### config.mk
export PLATFORM = sky130hd
export DESIGN_NAME = camera_button_pulser
export DESIGN_NICKNAME = d
export VERILOG_FILES = /design/src/rtl/camera_button_pulser.sv
export SDC_FILE = /design/constraint.sdc
export NUM_CORES = 1
export LEC_CHECK = 0
export BUFFER_PORTS_ARGS = -buffer_cell sky130_fd_sc_hd__clkbuf_2
export CORE_UTILIZATION = 45
export DETAILED_ROUTE_END_ITERATION = 10
export PLACE_DENSITY = 0.65
export SLEW_MARGIN = 20
export SYNTH_ARGS = -nofsm -noshare
export SYNTH_HDL_FRONTEND = slang
export SYNTH_SLANG_ARGS = --single-unit
### constraint.sdc
create_clock -name clk -period 4.2 [get_ports clk]
set_input_delay 0 -clock clk [delete_from_list [all_inputs] [get_ports clk]]
set_output_delay 0 -clock clk [all_outputs]
set_load 0.01 [all_outputs]
### src/rtl/camera_button_pulser.sv
// camera_button_pulser
// Turns the four raw, bouncing camera pushbuttons into clean single-cycle
// move pulses. Each channel runs a 2-flop synchronizer, then a debouncer,
// then a pulse FSM. Left/right and up/down are locked out against each other.
// Build option: define CAM_BTN_REPEAT_EN to auto-repeat while a button is
// held. Without it, each debounced press yields exactly one pulse.

module camera_button_pulser #(
    parameter int unsigned DEBOUNCE_CYCLES = 650000,
    parameter int unsigned HOLD_CYCLES     = 32500000,
    parameter int unsigned REPEAT_CYCLES   = 6500000
) (
    input  logic       clk,
    input  logic       reset,
    input  logic       btn_left,
    input  logic       btn_right,
    input  logic       btn_up,
    input  logic       btn_down,
    output logic       left,
    output logic       right,
    output logic       up,
    output logic       down,
    output logic [3:0] held
);

    // Channel order matches held: [3]=up, [2]=down, [1]=left, [0]=right.
    logic [3:0] btn_raw;
    assign btn_raw = {btn_up, btn_down, btn_left, btn_right};

    // Reject parameter values that the 26-bit timers or the pulse spacing
    // cannot honour.
    if (DEBOUNCE_CYCLES < 1 || DEBOUNCE_CYCLES >= 2**26 ||
        HOLD_CYCLES < 2     || HOLD_CYCLES >= 2**26     ||
        REPEAT_CYCLES < 2   || REPEAT_CYCLES >= 2**26) begin : g_bad_params
        $error("camera_button_pulser: parameter out of range");
    end

    localparam logic [25:0] DB_LAST = 26'(DEBOUNCE_CYCLES - 1);

    // ------------------------------------------------------------------
    // Synchronizer
    // ------------------------------------------------------------------
    logic [3:0] sync1_q;
    logic [3:0] sync_q;

    // Two-flop synchronizer: raw button levels are asynchronous to clk.
    always_ff @(posedge clk or posedge reset) begin
        // NOTE: non-blocking assignments, so each flop samples the value it had before the edge.
        if (reset) begin
            sync1_q <= '0;
            sync_q  <= '0;
        end else begin
            sync1_q <= btn_raw;
            sync_q  <= sync1_q;
        end
    end

    // ------------------------------------------------------------------
    // Debouncer
    // ------------------------------------------------------------------
    logic [3:0]  db_q;
    logic [3:0]  db_d;
    logic [25:0] db_cnt_q [4];
    logic [25:0] db_cnt_d [4];

    // Count the cycles in which the synchronized level disagrees with db.
    // Adopt the new level once it has disagreed for DEBOUNCE_CYCLES cycles.
    always_comb begin
        // NOTE: every variable gets a default first, so no path can infer a latch.
        db_d = db_q;
        for (int i = 0; i < 4; i++) begin
            db_cnt_d[i] = '0;
            if (sync_q[i] != db_q[i]) begin
                if (db_cnt_q[i] == DB_LAST) begin
                    db_d[i] = sync_q[i];
                end else begin
                    db_cnt_d[i] = db_cnt_q[i] + 26'd1;
                end
            end
        end
    end

    // Debounced levels and their stability counters.
    always_ff @(posedge clk or posedge reset) begin
        // NOTE: the counter array is ordinary flops, so it is cleared by reset like any scalar.
        if (reset) begin
            db_q <= '0;
            for (int i = 0; i < 4; i++) begin
                db_cnt_q[i] <= '0;
            end
        end else begin
            db_q <= db_d;
            for (int i = 0; i < 4; i++) begin
                db_cnt_q[i] <= db_cnt_d[i];
            end
        end
    end

    // ------------------------------------------------------------------
    // Pair lockout
    // ------------------------------------------------------------------
    // Opposing buttons held together cancel each other. A masked channel
    // behaves as if released.
    logic [3:0] lock;
    logic [3:0] elig;
    assign lock = {{2{db_q[3] & db_q[2]}}, {2{db_q[1] & db_q[0]}}};
    assign elig = db_q & ~lock;

    // ------------------------------------------------------------------
    // Pulse FSM
    // ------------------------------------------------------------------
    typedef enum logic [1:0] {
        ST_IDLE,
        ST_FIRST,
`ifdef CAM_BTN_REPEAT_EN
        ST_HOLD_WAIT,
        ST_REPEAT_WAIT
`else
        ST_HELD
`endif
    } state_e;

    state_e     state_q [4];
    state_e     state_d [4];
    logic [3:0] pulse;

`ifdef CAM_BTN_REPEAT_EN
    localparam logic [25:0] HOLD_LOAD   = 26'(HOLD_CYCLES);
    localparam logic [25:0] REPEAT_LOAD = 26'(REPEAT_CYCLES);

    logic [25:0] timer_q [4];
    logic [25:0] timer_d [4];
`endif

    // Next state and pulse for each channel. Losing eligibility (release
    // or lockout) always returns the channel to IDLE and drops any pulse.
    always_comb begin
        for (int i = 0; i < 4; i++) begin
            state_d[i] = state_q[i];
            pulse[i]   = 1'b0;
`ifdef CAM_BTN_REPEAT_EN
            timer_d[i] = timer_q[i];
`endif
            case (state_q[i])
                ST_IDLE: begin
                    if (elig[i]) begin
                        state_d[i] = ST_FIRST;
                    end
                end
                ST_FIRST: begin
                    if (!elig[i]) begin
                        state_d[i] = ST_IDLE;
                    end else begin
                        pulse[i] = 1'b1;
`ifdef CAM_BTN_REPEAT_EN
                        timer_d[i] = HOLD_LOAD;
                        state_d[i] = ST_HOLD_WAIT;
`else
                        state_d[i] = ST_HELD;
`endif
                    end
                end
`ifdef CAM_BTN_REPEAT_EN
                ST_HOLD_WAIT, ST_REPEAT_WAIT: begin
                    if (!elig[i]) begin
                        state_d[i] = ST_IDLE;
                    end else if (timer_q[i] == 26'd1) begin
                        pulse[i]   = 1'b1;
                        timer_d[i] = REPEAT_LOAD;
                        state_d[i] = ST_REPEAT_WAIT;
                    end else begin
                        timer_d[i] = timer_q[i] - 26'd1;
                    end
                end
`else
                ST_HELD: begin
                    if (!elig[i]) begin
                        state_d[i] = ST_IDLE;
                    end
                end
`endif
                default: state_d[i] = ST_IDLE;
            endcase
        end
    end

    // FSM state (and repeat timer) registers.
    always_ff @(posedge clk or posedge reset) begin
        if (reset) begin
            for (int i = 0; i < 4; i++) begin
                state_q[i] <= ST_IDLE;
`ifdef CAM_BTN_REPEAT_EN
                timer_q[i] <= '0;
`endif
            end
        end else begin
            for (int i = 0; i < 4; i++) begin
                state_q[i] <= state_d[i];
`ifdef CAM_BTN_REPEAT_EN
                timer_q[i] <= timer_d[i];
`endif
            end
        end
    end

    assign right = pulse[0];
    assign left  = pulse[1];
    assign down  = pulse[2];
    assign up    = pulse[3];
    assign held  = db_q;

endmodule

==> key figures <==
Run status
  – Status: finished, final reports clean

STA
  – TNS Setup: 0 ps
  – Fin. max-slew vios: 0
  – Final Hold Viols: 0
  – Unrepaired setup endpoints after global routing: false
  – Max Clock Freq: 0.3816 GHz
  – Setup Viol. Count Final: 0
  – Worst clock skew: ~6.5 ps
  – Relative slew slack: around a third
  – Min cycle time layout: about 2600 ps
  – Final Cycle Share: between 60% and 70%
  – Worst-margin pin slew: about 1000 ps
  – Hold slack: ~240 ps

GRT
  – Initial antenna violation count: 0
  – First-pass GRT wire length: roughly 22,000 um
  – Vias in the first global route: approximately 4,800
  – Total GRT Usage: between 10% and 20%
  – Largest net degree at the start of global routing: 70
  – Total gr overflow: 0

Yosys
  – Synth Area per Inst: approximately 9.8 um2
  – Cell Area, Synth: slightly above 6000 um2
  – Most common flop cell mapped by yosys: dfrtp_1
  – Yosys top cell area share: approximately half
  – Synth area leaders: dfrtp_1 51%, xnor2_1 4.5%, xor2_1 4.3%
  – Syn_nets: 630
  – Post-synthesis async set-or-reset flop share: 100.0%
  – Yosys Warn Count: 0
  – EDFF count, synth: 0
  – Seq/Total Area, Yosys: slightly above 50%
  – Post-Synthesis Cells: 620
  – Seq cells post-synth: around 120
  – Largest area contributor in the netlist: dfrtp_1
  – Cell variety after synth: 42

Finish
  – Commonest cells after routing, fill and taps aside: 124 x dfrtp_1, 68 x nor2_1, 41 x a21oi_1
  – Layout area overhead: 15.11%
  – Final-stage net count: 647
  – Antenna cells: 0
  – Leading cell type in the layout, fill and taps excluded: dfrtp_1
  – Final core utilization: about 53%
  – Fraction of final layout cells with drive strength greater than 1: 9.692%

Power and ir drop
  – Logic pwr share: under 10%
  – Switching part of the total: 20.25%
  – Part of the power in the clock network: a little under three fifths
  – Internal power: about 2300 uW
  – Worst vdd ir: approximately 0.00026 V
  – Psw: 583.3 uW
  – Power per cell area: 410.0 nW/um2
  – Static Leakage: roughly 0.0028 uW
  – Reg power frac: ~42%

CTS
  – CTS Buffer Depth: 2
  – Worst-path clk slew: 60 ps
  – CTS tree: done
  – Post-CTS sizing: 0
  – Inserted Clock Buffers: 17
  – CTS Root Cell: clkbuf_16
  – H-Tree Depth: 4
  – Clk_lat worst skew: 410 ps
  – Postcts setup bufs: 0
  – Total clock sinks: approximately 120

Routing
  – Via count of the routed design: between 4,000 and 5,000
  – DR WL/cell: about 15 um
  – Antenna-violating nets left: 0
  – Via density: 5.751
  – Remaining DRCs: 0
  – Number of iterations in the first detailed-routing pass: 5
  – Final WL: between 10,000 and 15,000 um
  – DR iter-0 viols: 335

Placed design
  – IO buf count: 13
  – Post-DP HPWL: 8436 um
  – RePlAce Congestion: between 0.8 and 0.9

Die
  – Die height: ~120 um
  – DIE WIDTH: between 100 and 150 um
  – Die ar.: approximately 14,000 um2
  – # rows: 42
  – Initial Utilization: 46.07%
  – Core area: 13,240 um2
  – Io pins: 14

Setup path
  – Setup Crit Path Kind: flop to flop
  – Req. time, crit path: around 4500 ps
  – CP startpoint kind: flop
  – Crit end category: flop
  – WP data arrival: 2920 ps
  – CP max FO: 25

Flow run
  – # Max-Cap Violations: 0

Worst hold path
  – Worst min path class: primary input to flop
-- sequential cells by signal, summed over array words and instances (netlist names) --
| signal | count |
|---|---|
| sync_q | 4 |
| state_q | 8 |
| sync1_q | 4 |
| db_cnt_q | 104 |
| held | 4 |
-- path summary, 6_finish.rpt --
path,start,to,slack [ps],cells past startpoint
max,db_cnt_q[75],db_cnt_q[77],1580,4
max in group asynchronous,reset,db_cnt_q[72],2950,4
min reg2reg,sync1_q[0],sync_q[0],350,0
min in group asynchronous,reset,db_cnt_q[6],310,3
min,btn_right,sync1_q[0],240,2
max reg2reg,db_cnt_q[75],db_cnt_q[77],1580,4
-- cells by family after synthesis --
logic type | Yosys count | share of synthesized area, %
compound gates | 89 | 8.450
xor+xnor | 61 | 8.757
fa+ha+maj | 4 | 0.8204
buf+inv | 36 | 2.420
flops | 124 | 50.86
mux | 4 | 0.7383
simple gates | 302 | 27.95
-- synth_stat cells, types with 2 or more instances --
library cell	instances
a21oi_1	41
and2_1	4
and3_1	12
and4_1	10
and4b_1	2
buf_2	7
clkbuf_1	17
dfrtp_1	124
ha_1	4
inv_1	11
mux2_2	4
nand2_1	35
nand3_1	33
nand4_1	37
nor2_1	68
nor3_1	11
nor3b_1	5
nor4_1	15
nor4b_1	7
nor4bb_1	5
o21ai_0	27
o31ai_1	14
or3_1	25
or3b_2	2
or4_1	24
xnor2_1	31
xor2_1	30
-- per-stage QoR --
step	cells	setup WS, ps	power [uW]	area (um2)
finish	826	1580	2880	7023
global route	826	1404	2980	7023
CTS	826	1570	2914	7023
detailed placement	789	1570	1311	6331
global placement	789	1603	1308	6331
floorplan	620	900.8	1288	6101
-- critical path, cell delays in order, from the launching register on --
cell	delay (ps)
dfrtp_1	410
or4_1	510
or4_1	540
o21ai_2	790
o21ba_2	260
-- metal layers --
metal	vias up	global-route usage, %	wire (um)
met1	2345	25.96	6037
met4	0	7.516	146
met5	-	0	0
met3	10	5.309	471
li1	2310	-	-
met2	85	31.29	5923
-- timing repair --
| item | 4_1_cts | 5_1_grt |
|---|---|---|
| hold buffers | 5 | 0 |
| setup endpoints to repair | 0 | 0 |
| hold endpoints to repair | 71 | 0 |
-- power groups by stage --
stage	sequential [uW]	combinational, uW	clock [uW]
after floorplan	1240	49.0	0
final	1220	68.9	1590
after global routing	1220	81.0	1680
after detailed placement	1240	68.4	0
after global placement	1240	66.2	0
after CTS	1220	72.3	1620
-- area by class of cell --
cell class / instances / area, um2
timing repair buffer: 23 / 152.6
tap: 176 / 220.2
clock buffer: 21 / 450.4
clock inverter: 11 / 191.4
multi-input combinational: 460 / 2861
sequential: 124 / 3103
fill: 1225 / 6220
inverter: 11 / 43.79
Note: power is estimated with default switching activity, not from simulation.
